### src/rtl/stream_skid_buffer.sv
// Two-entry valid/ready skid buffer with registered in_ready/out_valid and a sticky upstream protocol flag.
// Optional immediate assertions are compiled in when STREAM_SKID_IMM_ASSERT_EN is defined.
module stream_skid_buffer #(
  parameter int WIDTH = 8
) (
  input  logic             clk,
  input  logic             rst_n,
  input  logic             in_valid,
  output logic             in_ready,
  input  logic [WIDTH-1:0] in_data,
  output logic             out_valid,
  input  logic             out_ready,
  output logic [WIDTH-1:0] out_data,
  output logic [1:0]       occupancy,
  output logic             proto_err
);

  typedef enum logic [1:0] {EMPTY = 2'd0, ONE = 2'd1, FULL = 2'd2} state_t;

  state_t           state;
  state_t           state_nxt;
  logic [WIDTH-1:0] main_data;
  logic [WIDTH-1:0] skid_data;
  logic [WIDTH-1:0] data_p0;
  logic             stall_p0;
  logic             accept;
  logic             pop;

  assign accept    = in_valid & in_ready;
  assign pop       = out_valid & out_ready;
  assign occupancy = state;
  assign out_data  = main_data;

  always_comb begin
    state_nxt = state;
    case (state)
      EMPTY: if (accept) state_nxt = ONE;
      ONE: begin
        if (accept && !pop)      state_nxt = FULL;
        else if (pop && !accept) state_nxt = EMPTY;
      end
      FULL:    if (pop) state_nxt = ONE;
      default: state_nxt = EMPTY;
    endcase
  end

  // Control: in_ready/out_valid are registered from the next state, so out_ready never reaches in_ready combinationally
  always_ff @(posedge clk or negedge rst_n) begin
    if (!rst_n) begin
      state     <= EMPTY;
      in_ready  <= 1'b0;
      out_valid <= 1'b0;
      stall_p0  <= 1'b0;
      proto_err <= 1'b0;
    end else begin
      state     <= state_nxt;
      in_ready  <= (state_nxt != FULL);
      out_valid <= (state_nxt != EMPTY);
      stall_p0  <= in_valid & ~in_ready;
      if (stall_p0 && (!in_valid || in_data != data_p0))
        proto_err <= 1'b1;
    end
  end

  // Data path: no reset, contents only meaningful while the matching entry is valid
  always_ff @(posedge clk) begin
    data_p0 <= in_data;
    case (state)
      EMPTY: if (accept) main_data <= in_data;
      ONE: begin
        if (accept && pop)  main_data <= in_data;
        if (accept && !pop) skid_data <= in_data;
      end
      FULL:    if (pop) main_data <= skid_data;
      default: ;
    endcase
  end

`ifdef STREAM_SKID_IMM_ASSERT_EN
  always @(posedge clk) begin
    if (rst_n) begin
      assert final (occupancy != 2'd3) else $error("occupancy illegal");
      assert final (out_valid == (occupancy != 0)) else $error("out_valid inconsistent");
      assert final (in_ready == (occupancy != 2)) else $error("in_ready inconsistent");
      assume final (!stall_p0 || (in_valid && in_data == data_p0)) else $error("upstream unstable while stalled");
      cover #0 (occupancy == 2 && out_ready) $display("skid drain");
    end
  end
`endif

endmodule

### config.mk
export PLATFORM = sky130hd
export DESIGN_NAME = stream_skid_buffer
export DESIGN_NICKNAME = d
export VERILOG_FILES = /design/src/rtl/stream_skid_buffer.sv
export SDC_FILE = /design/constraint.sdc
export NUM_CORES = 1
export LEC_CHECK = 0
export BUFFER_PORTS_ARGS = -buffer_cell sky130_fd_sc_hd__buf_2
export CAP_MARGIN = 40
export CORE_ASPECT_RATIO = 0.8
export CORE_MARGIN = 4
export CORE_UTILIZATION = 35
export DETAILED_ROUTE_END_ITERATION = 8
export GPL_ROUTABILITY_DRIVEN = 0
export MAX_ROUTING_LAYER = met4
export PLACE_DENSITY = 0.61
export SKIP_LAST_GASP = 1
export SLEW_MARGIN = 10
export SYNTH_ARGS = -nofsm -noshare
export SYNTH_HDL_FRONTEND = slang
export SYNTH_SLANG_ARGS = --single-unit
### constraint.sdc
create_clock -name clk -period 3.4 [get_ports clk]
set_clock_uncertainty 0.15 [all_clocks]
set_input_delay 0.17 -clock clk [delete_from_list [all_inputs] [get_ports clk]]
set_output_delay 0.17 -clock clk [all_outputs]
set_load 0.005 [all_outputs]
**Word level (Yosys, flattened, before mapping)**

Cells that the tools add are included.

- Equality and inequality tests: 7
- Bitwise logic cells: 4
- Reduce and logical (&&, ||, !) cells: 13
- Multiplexer cells: 9

Operators with widths:

| operator | number |
|---|---|
| $mux 8 | 3 |
| $pmux 8 s3 | 1 |
| $mux 2 | 4 |
| $ne 2x2->1 const B | 4 |
| $ne 8x8->1 | 1 |
| $pmux 2 s3 | 1 |
| $logic_and 1x1->1 | 4 |
| $reduce_and 4->1 | 1 |
| $and 1x1->1 | 3 |
| $logic_not 1->1 | 3 |
| $reduce_bool 3->1 | 1 |
| $eq 2x1->1 const B | 1 |
| $eq 2x2->1 const B | 1 |
| $logic_not 2->1 | 1 |
| $reduce_and 2->1 | 1 |
| $reduce_bool 2->1 | 1 |
| $logic_or 1x1->1 | 1 |
| $not 1->1 | 1 |

- Input port bits: 12
- Bits in registers: 30

**Depth between registers and ports, before layout**

Gate-level depths: netlist (run 1).

- Word-level depth: 7
- Mapped depth: 4
- Mapped depth without buffers: 3

**Worst setup path before layout (run 1)**

OpenSTA, ideal clock, no wires.

- Path kind: register to register
- Start: reg state[0] (netlist: occupancy[0])
- End: reg main_data[0] (netlist: out_data[0]), enable pin
- Path slack: 1.887 ns
- Required time: 2.941 ns
- Stages on the path, launching flop included: 4
- Period minus slack after synthesis: 1.513 ns
- Data arrival time: 1.054 ns
- Setup time: 0.309 ns
- Cells stage by stage: dfrtp_1 or2_2 o22ai_4 or2_2

- Word-level cells in the longest chain between the ends: 3
- Elaborated cells on any way between the ends: 8
- Classes of those cells: eq/ne (5); reduce/logical (3)

RTL lines:

| what | line | RTL |
|---|---|---|
| start, declared | 20 | `state_t state;` |
| start signal, assigned | 56 | `state <= state_nxt;` |
| $eq 2x1->1, or another cell as far along | 68 | `case (state)` |
| $ne 2x2->1 (no source line) / $reduce_bool 3->1 (equally long branches) | - |  |
| $reduce_and 4->1 (no source line) (*) | - |  |
| end signal, assigned | 69 | `EMPTY: if (accept) main_data <= in_data;` |
| end signal, assigned | 71 | `if (accept && pop) main_data <= in_data;` |
| end signal, assigned | 74 | `FULL: if (pop) main_data <= skid_data;` |
| end, declared | 22 | `logic [WIDTH-1:0] main_data;` |

Mark *: on every way between the ends. The rest lies on a longest branch, timed or not.
A chain may end at the register's enable or synchronous reset.

**Worst setup path in the final report (run 1)**

Ends and elaborated chain as after synthesis.

==> results of run 1 <==
per-layer routing:
layer	global-route usage, %	vias up	wire length [um]
met5	-	-	0
met4	5.63	0	44
met3	6.66	6	139
met2	14.5	22	892
met1	14.2	328	939
li1	-	328	-
cell type report:
class	count	area, sq um	area share (%)
clock buffer	5	68.8	4.66
clock inverter	3	40.0	2.71
inverter	1	3.75	0.254
multi-input combinational	37	314	21.3
sequential	30	791	53.5
tap	40	50.0	3.39
timing repair buffer	33	210	14.2
where the power goes:
group | leakage [nW] | switching, W | internal [W]
registers | 0.286 | 0.0000368 | 0.000482
clock network | 0.0579 | 0.000131 | 0.000215
logic | 0.263 | 0.000135 | 0.000129
total | 0.607 | 0.000304 | 0.000826
stage by stage:
step                      setup WS [ns]  utilization, %  std cells  area (sq um)
after global placement             1.71            41.4        132          1280
final                              1.65            47.9        149          1480
after floorplan                    1.89               -         69          1120
after global routing               1.55            47.9        149          1480
after detailed placement           1.64            41.4        132          1280
after CTS                          1.64            47.9        149          1480
registers in the layout, summed over array words and instances (netlist names):
name and flops:
stall_p0 1, out_valid 1, out_data 8, skid_data 8, in_ready 1, occupancy 2, proto_err 1, data_p0 8
synth_stat cells (all sizes together):
cell	number
o22ai	1
or3b	1
edfxtp	16
xor2	8
nor4	1
and3b	1
nand2	2
nor3	2
inv	1
nor2b	1
nand2b	1
dfxtp	8
nand4b	1
nor2	1
a31oi	1
nand4bb	1
a21boi	1
dfrtp	6
a22oi	1
mux2	8
nor3b	1
or2	2
and2b	1
and2	1
buf	1
worst paths after layout:
| path | from | endpoint | slack (ns) |
|---|---|---|---|
| worst max-delay path | occupancy[0] | out_data[0] | 1.65 |
| worst min-delay path | in_valid | stall_p0 | 0.02 |
| worst max register to register | occupancy[0] | out_data[0] | 1.65 |
| worst min register to register | in_ready | stall_p0 | 0.32 |
| max in group asynchronous | rst_n | proto_err | 2.83 |
| min in group asynchronous | rst_n | out_valid | 0.12 |
cells by family (layout without fill, tap and decap cells):
kind of cell	count (synthesis)	in the layout	share of synthesized area (%)
AOI/OAI and AO/OA	4	4	3.69
xor gates and xnor gates	8	8	6.26
buffers and inverters	2	42	1.34
DFF	30	30	70.6
muxes	8	8	8.05
and+or+nand+nor	17	17	10.1
critical path, stage by stage, from the launching register on:
cell      delay, ns
dfrtp_1        0.41
nand2b_1       0.35
o22ai_4        0.25
or2_2          0.27
layout by cell type, fill, tap and decap left out, types with 2 or more instances in the layout:
master	count
nand2_1	2
mux2_2	8
nor3_1	2
edfxtp_1	16
dfrtp_1	6
clkbuf_8	5
dfxtp_1	8
buf_2	24
clkinv_2	2
or2_2	2
xor2_1	8
dlygate4sd3_1	9
==> flow_summary_export.csv, run 1 <==
group,metric,value,unit
outcome,outcome,"finished, final reports clean",
global_routing,antenna_found_initial,0,
clock_network,cts_buffers,5,
run,drv_cap,0,
cells_and_area,fill_cells,281,
global_routing,grt_use_total,11.4,%
clock_network,postCtsHoldBufs,9,
synth,yosys-top-cells-area,"edfxtp_1 43%, dfxtp_1 14%, dfrtp_1 13%",
clock_network,cts.sinks,30,
drt,via_count,684,
cells_and_area,drive_gt1_share,40.4,%
synth,ys_types,25,
synth,yosysTopAreaCell,"edfxtp_1",
floorplan,die_w,71.2,um
clock_network,clock_latency,0.28,ns
critical_path,path_class,"flip-flop to flip-flop",
synth,synth_warnings,0,
cells_and_area,syn2layout_area_growth,32.0,%
sta,tightest_slew,0.451,ns
cells_and_area,num_antenna_cells,0,
synth,ys_seq_area_share,70.6,%
critical_path,critPathArrivalTime,1.57,ns
floorplan,top_level_ports,25,
sta,finalSetupViolations,0,
floorplan,rows,18,
power,power_density,765,nW/um^2
power,ir_drop,0.316,mV
synth,synth_top_area_share,42.9,%
synth,syn_area,1120,sq um
clock_network,clock_path_buffers,2,
sta,fmax,571,MHz
global_routing,grt_max_degree,11,
power,p_leak,0.607,nW
floorplan,die_area,4170,sq um
sta,maxSlewHeadroom,70.0,%
drt,finalWirelength,2020,um
sta,whs,0.0175,ns
drt,drc,0,
placed_design,dp_hpwl,1440,um
hold_path,worstHoldPathCells,2,
drt,drt_iter0_drc,21,
synth,synth-seq-cells,30,
sta,hold_viol,0,
placed_design,portBuffers,24,
clock_network,cts_resized,0,
sta,rsz0062_at_grt,"false",
synth,syn-num-nets,81,
clock_network,post_cts_buffers,0,
drt,first_pass_iters,2,
sta,tns,0,ns
clock_network,path_clk_slew,0.06,ns
clock_network,h-tree-depth,2,
power,finalPower,0.00113,W
critical_path,crit_required,3.22,ns
drt,avgRoutedWirePerCell,13.5,um
sta,min_period_over_period,51.5,%
critical_path,start_kind,"flip-flop",
sta,min_period,1.75,ns
synth,syn_area_per_cell,16.2,sq um
critical_path,crit_fanout,8,
global_routing,grt_pass1_vias,710,
critical_path,end_kind,"flip-flop",
floorplan,start_util,36.3,%
hold_path,hold_path.class,"input pin to flip-flop",
floorplan,core-area,3090,sq um
global_routing,grt_pass1_wl,3310,um
drt,ant_nets,0,
drt,drt-vias-per-instance,4.59,
sta,slew_viol_final,0,
cells_and_area,nets,120,
critical_path,r2r_cells,3,
floorplan,die_y,58.6,um
clock_network,cts_root_buffer,"clkbuf_8",
clock_network,tritoncts,"done",
global_routing,grt-ovfl-total,0,
synth,synth_cells,69,
Note: power is estimated with default switching activity, not from simulation.
==> run 2: changes to the inputs <==
Settings changed: ABC_AREA set to 1, PLACE_DENSITY 0.61 to 0.63.
Clock period 3.4 ns to 1.5 ns, I/O delays scaled along.
==> flow_summary_export.csv, run 2 <==
group,metric,value,unit
drt,first_pass_iters,4,
hold_path,hold_path.class,"input pin to flip-flop",
sta,whs,0.0812,ns
cells_and_area,seqCellArea,791,sq um
synth,synth_compound_area_share,4.95,%
synth,synth_edf_count,16,
floorplan,start_util,36.6,%
sta,finalSetupViolations,0,
synth,syn-num-nets,111,
synth,synth_cells,99,
critical_path,crit_required,1.33,ns
critical_path,r2r_end,"out_data[6]",
drt,finalWirelength,2170,um
synth,synth_warnings,0,
synth,ys_top_cells_by_count,"25 x nand2_1, 16 x edfxtp_1, 16 x inv_1",
global_routing,grt_pass1_wl,3690,um
power,finalPower,0.00253,W
power,seqPwrFrac,46.6,%
synth,synth_top_family_by_area,"simple AND/OR/NAND/NOR gates",
critical_path,r2r_slack,0.03,ns
floorplan,rows,18,
drt,drt_iter0_drc,54,
synth,ys_types,19,
global_routing,grt-ovfl-total,0,
cells_and_area,fin_area,1600,sq um
sta,fmax,678,MHz
synth,yosys-top-cells-area,"edfxtp_1 42%, dfxtp_1 14%, dfrtp_1 13%",
power,share_comb_of_total_power,30.5,%
critical_path,path_class,"flip-flop to flip-flop",
drt,avgRoutedWirePerCell,11.3,um
synth,syn_area_per_cell,11.5,sq um
floorplan,die_area,4230,sq um
synth,async_flop_share,20.0,%
placed_design,dp_hpwl,1600,um
global_routing,grt_max_degree,12,
clock_network,path_clk_slew,0.06,ns
cells_and_area,fill_cells,285,
cells_and_area,postLayoutCoreUtil,51.4,%
global_routing,antenna_found_initial,0,
power,clock_power_share,22.9,%
clock_network,h-tree-depth,2,
cells_and_area,drive_gt1_share,32.2,%
cells_and_area,num_antenna_cells,0,
sta,min_period_over_period,98.3,%
critical_path,regToRegStartpoint,"out_valid",
clock_network,clock_path_buffers,2,
synth,yosysTopAreaCell,"edfxtp_1",
placed_design,portBuffers,24,
critical_path,critPathCapture,"out_data[6]",
power,internal_power,0.00182,W
synth,yosys.area_share.simple,13.0,%
synth,yosysMostFrequentCell,"nand2_1",
sta,rsz0062_at_grt,"true",
power,sw_frac_of_total,28.0,%
floorplan,top_level_ports,25,
global_routing,grt_pass1_vias,855,
power,p_switching,0.000708,W
drt,drc,0,
sta,slew_viol_final,0,
sta,maxSlewHeadroom,81.9,%
critical_path,worstSetupStartpoint,"out_valid",
critical_path,r2r_cells,4,
run,drv_cap,0,
sta,min_period,1.47,ns
drt,via_count,836,
drt,drt-vias-per-instance,4.35,
synth,synthAdderAreaFrac,0.990,%
clock_network,clock_latency,0.27,ns
synth,synthMuxAreaShare,2.97,%
synth,synth-main-ff-cell,"edfxtp_1",
floorplan,die_y,59.0,um
drt,ant_nets,0,
power,ir_drop,0.808,mV
outcome,outcome,"finished, final reports clean",
critical_path,critPathArrivalTime,1.31,ns
clock_network,cts_buffers,5,
power,p_leak,0.717,nW
synth,syn_area,1140,sq um
sta,hold_viol,0,
power,power_density,1580,nW/um^2
floorplan,die_w,71.7,um
critical_path,start_kind,"flip-flop",
synth,ys_seq_area_share,69.5,%
cells_and_area,syn2layout_area_growth,40.6,%
clock_network,tritoncts,"done",
cells_and_area,nets,163,
placed_design,place_area,1360,sq um
sta,tightest_slew,0.271,ns
cells_and_area,layout_commonest_cell,"nand2_1",
clock_network,cts.sinks,30,
synth,synth-xor-area-share,2.31,%
floorplan,core-area,3110,sq um
cells_and_area,final_cell_mix,"25 x nand2_1, 24 x buf_2, 16 x edfxtp_1",
cells_and_area,multiInputGateArea,289,sq um
critical_path,crit_fanout,8,
critical_path,end_kind,"flip-flop",
synth,synth_top_area_share,42.2,%
synth,synth-seq-cells,30,
clock_network,cts_root_buffer,"clkbuf_8",
global_routing,grt_use_total,11.9,%
[run 2: changes by cell type in the layout (fill, tap and decap cells not counted), moves of 5 or more]
cell,previous run,this run
nand2_1,2,25
inv_1,1,15
buf_4,0,9
xor2_1,8,1
mux2_2,8,3
o21ai_0,0,5
[run 2: cell families after synthesis]
group                      after synthesis
and+or+nand+nor                         35
DFF                                     30
buffers and inverters                   17
AOI/OAI and AO/OA                       10
xor gates and xnor gates                 3
muxes                                    3
adders and majority gates                1
[run 2: worst min-delay path by stage]
stage,start,end,slack [ns],cells after the start
5_1_grt,out_ready,in_ready,0.10,4
6_report,out_ready,in_ready,0.08,4
2_1_floorplan,rst_n,in_ready,-0.37,0
3_5_place_dp,rst_n,occupancy[1],-0.25,1
3_3_place_gp,rst_n,in_ready,-0.25,1
4_1_cts,out_ready,in_ready,0.06,4
[run 2: layout make-up]
class                   count  area share (%)
repair buffers             46            20.5
clock buffers               6            4.54
clock inverters             2           0.548
inverters                  16            3.76
well taps                  40            3.13
flip-flops and latches     30            49.5
multi-input cells          52            18.1
[run 2: power groups by stage]
stage	combinational, W	clock [W]	sequential [W]
floorplan	0.000300	0	0.00122
global placement	0.000635	0	0.00119
detailed placement	0.000650	0	0.00120
CTS	0.000737	0.000606	0.00118
global route	0.000854	0.000643	0.00120
finish	0.000772	0.000581	0.00118
[run 2: critical path, cell delays in order, from the launching register on]
cell	delay [ns]
dfrtp_1	0.36
nand2_2	0.06
maj3_2	0.34
a21oi_4	0.15
buf_12	0.14
[run 2: through the flow]
step           worst slack, ns  setup TNS [ns]  cells
5_1_grt               -0.00768         -0.0209    192
3_5_place_dp           -0.0319          -0.253    169
6_report                0.0252               0    192
2_1_floorplan           0.0270               0     99
4_1_cts                 0.0210               0    190
3_3_place_gp            0.0218               0    169
[run 2: layer usage]
layer / track usage (%) / wire length (um) / vias to the layer above
met5: - / 0 / -
met4: 2.41 / 0 / 0
met3: 4.75 / 146 / 0
met2: 19.6 / 1040 / 25
met1: 13.9 / 978 / 386
li1: - / - / 425
[run 2: repair_timing]
action	CTS	global route
hold buffers	12	0
hold endpoints to repair	24	0
pin swaps	0	3
setup endpoints to repair	8	17
buffers inserted	1	2
gates resized for setup	0	1
==> run 3: changes to the inputs <==
==> constraint.sdc (replaced) <==
create_clock -name clk -period 1.5 [get_ports clk]
set_clock_uncertainty 0.15 [all_clocks]
set_input_delay 0.15 -clock clk [delete_from_list [all_inputs] [get_ports clk]]
set_output_delay 0.15 -clock clk [all_outputs]
set_load 0.005 [all_outputs]
==> flow_summary_export.csv, run 3 (same netlist as run 2, synthesis figures left out) <==
group,metric,value,unit
outcome,outcome,"finished, final reports clean",
critical_path,r2r_end,"out_data[6]",
clock_network,h-tree-depth,2,
global_routing,antenna_found_initial,0,
sta,min_period,1.47,ns
critical_path,critPathCapture,"out_data[6]",
cells_and_area,fin_area,1580,sq um
sta,slew_viol_final,0,
cells_and_area,layout_commonest_cell,"nand2_1",
cells_and_area,nets,161,
drt,drt_iter0_drc,50,
critical_path,critPathArrivalTime,1.31,ns
drt,via_count,831,
drt,drc,0,
run,drv_cap,0,
sta,rsz0062_at_grt,"true",
sta,whs,0.0437,ns
global_routing,grt_use_total,11.8,%
drt,avgRoutedWirePerCell,11.3,um
placed_design,portBuffers,24,
floorplan,die_y,59.0,um
drt,drt-vias-per-instance,4.37,
sta,fmax,680,MHz
sta,maxSlewHeadroom,86.2,%
critical_path,worstSetupStartpoint,"out_valid",
global_routing,grt_pass1_vias,847,
cells_and_area,final_cell_mix,"25 x nand2_1, 24 x buf_2, 16 x edfxtp_1",
global_routing,grt_max_degree,12,
power,p_leak,0.709,nW
power,power_density,1600,nW/um^2
global_routing,grt-ovfl-total,0,
floorplan,die_w,71.7,um
floorplan,start_util,36.6,%
critical_path,regToRegStartpoint,"out_valid",
floorplan,die_area,4230,sq um
critical_path,start_kind,"flip-flop",
hold_path,hold_path.class,"input pin to flip-flop",
global_routing,grt_pass1_wl,3670,um
critical_path,crit_required,1.33,ns
drt,first_pass_iters,4,
critical_path,end_kind,"flip-flop",
critical_path,r2r_cells,4,
critical_path,crit_fanout,8,
clock_network,path_clk_slew,0.06,ns
clock_network,tritoncts,"done",
clock_network,cts_root_buffer,"clkbuf_8",
cells_and_area,syn2layout_area_growth,38.8,%
critical_path,r2r_slack,0.03,ns
clock_network,cts.sinks,30,
cells_and_area,num_antenna_cells,0,
floorplan,rows,18,
floorplan,top_level_ports,25,
placed_design,place_area,1360,sq um
cells_and_area,drive_gt1_share,32.7,%
clock_network,clock_latency,0.27,ns
sta,hold_viol,0,
clock_network,cts_buffers,5,
power,finalPower,0.00253,W
critical_path,path_class,"flip-flop to flip-flop",
drt,finalWirelength,2150,um
sta,finalSetupViolations,0,
clock_network,clock_path_buffers,2,
power,ir_drop,0.808,mV
placed_design,dp_hpwl,1600,um
floorplan,core-area,3110,sq um
sta,min_period_over_period,98.1,%
drt,ant_nets,0,
sta,tightest_slew,0.207,ns
==> run 3: cell count changes in the layout (fill, tap and decap cells not counted), sizes merged <==
cell,delta
dlygate4sd3,-2
==> run 3: worst min path at each step <==
stage | start | to | slack, ns | cells past startpoint
2_1_floorplan | rst_n | in_ready | -0.30 | 0
3_3_place_gp | rst_n | in_ready | -0.18 | 1
3_5_place_dp | rst_n | occupancy[1] | -0.17 | 1
4_1_cts | out_ready | out_valid | 0.06 | 3
5_1_grt | out_ready | out_valid | 0.07 | 3
6_report | out_ready | out_valid | 0.04 | 3
==> run 3: cell type report <==
cell class,instances,area (sq um)
fill,287,1530
sequential,30,791
timing repair buffer,44,308
multi-input combinational,52,289
clock buffer,6,72.6
inverter,16,60.1
tap,40,50.0
clock inverter,2,8.76
==> run 3: where the power goes <==
group	leakage (nW)	switching [W]	total [W]	internal, W
logic	0.381	0.000374	0.000768	0.000394
clock network	0.0426	0.000263	0.000581	0.000318
registers	0.285	0.0000698	0.00118	0.00111
total	0.709	0.000707	0.00253	0.00182
==> run 3: critical path, cell delays in order (launching register included) <==
cell and delay (ns):
dfrtp_1 0.36, nand2_2 0.06, maj3_2 0.34, a21oi_4 0.15, buf_12 0.14
==> run 3: what timing repair did <==
action	4_1_cts	5_1_grt
setup buffers	1	2
pin swaps	0	3
hold buffers	10	0
hold endpoints to repair	23	0
resized for setup	0	1
setup endpoints to repair	8	17
==> run 3: per-layer routing <==
metal	vias up	routed length (um)	GRT usage, %
met5	-	0	-
met4	0	0	2.41
met3	0	146	4.75
met2	25	1030	19.5
met1	384	973	13.8
li1	422	-	-
==> run 3: per-stage QoR <==
stage | setup slack, ns | cells | utilization (%) | setup TNS (ns)
floorplan | 0.0270 | 99 | - | 0
global placement | 0.0218 | 169 | 43.8 | 0
detailed placement | -0.0319 | 169 | 43.8 | -0.253
CTS | 0.0210 | 188 | 50.3 | 0
global route | -0.0102 | 190 | 50.8 | -0.0310
finish | 0.0289 | 190 | 50.8 | 0
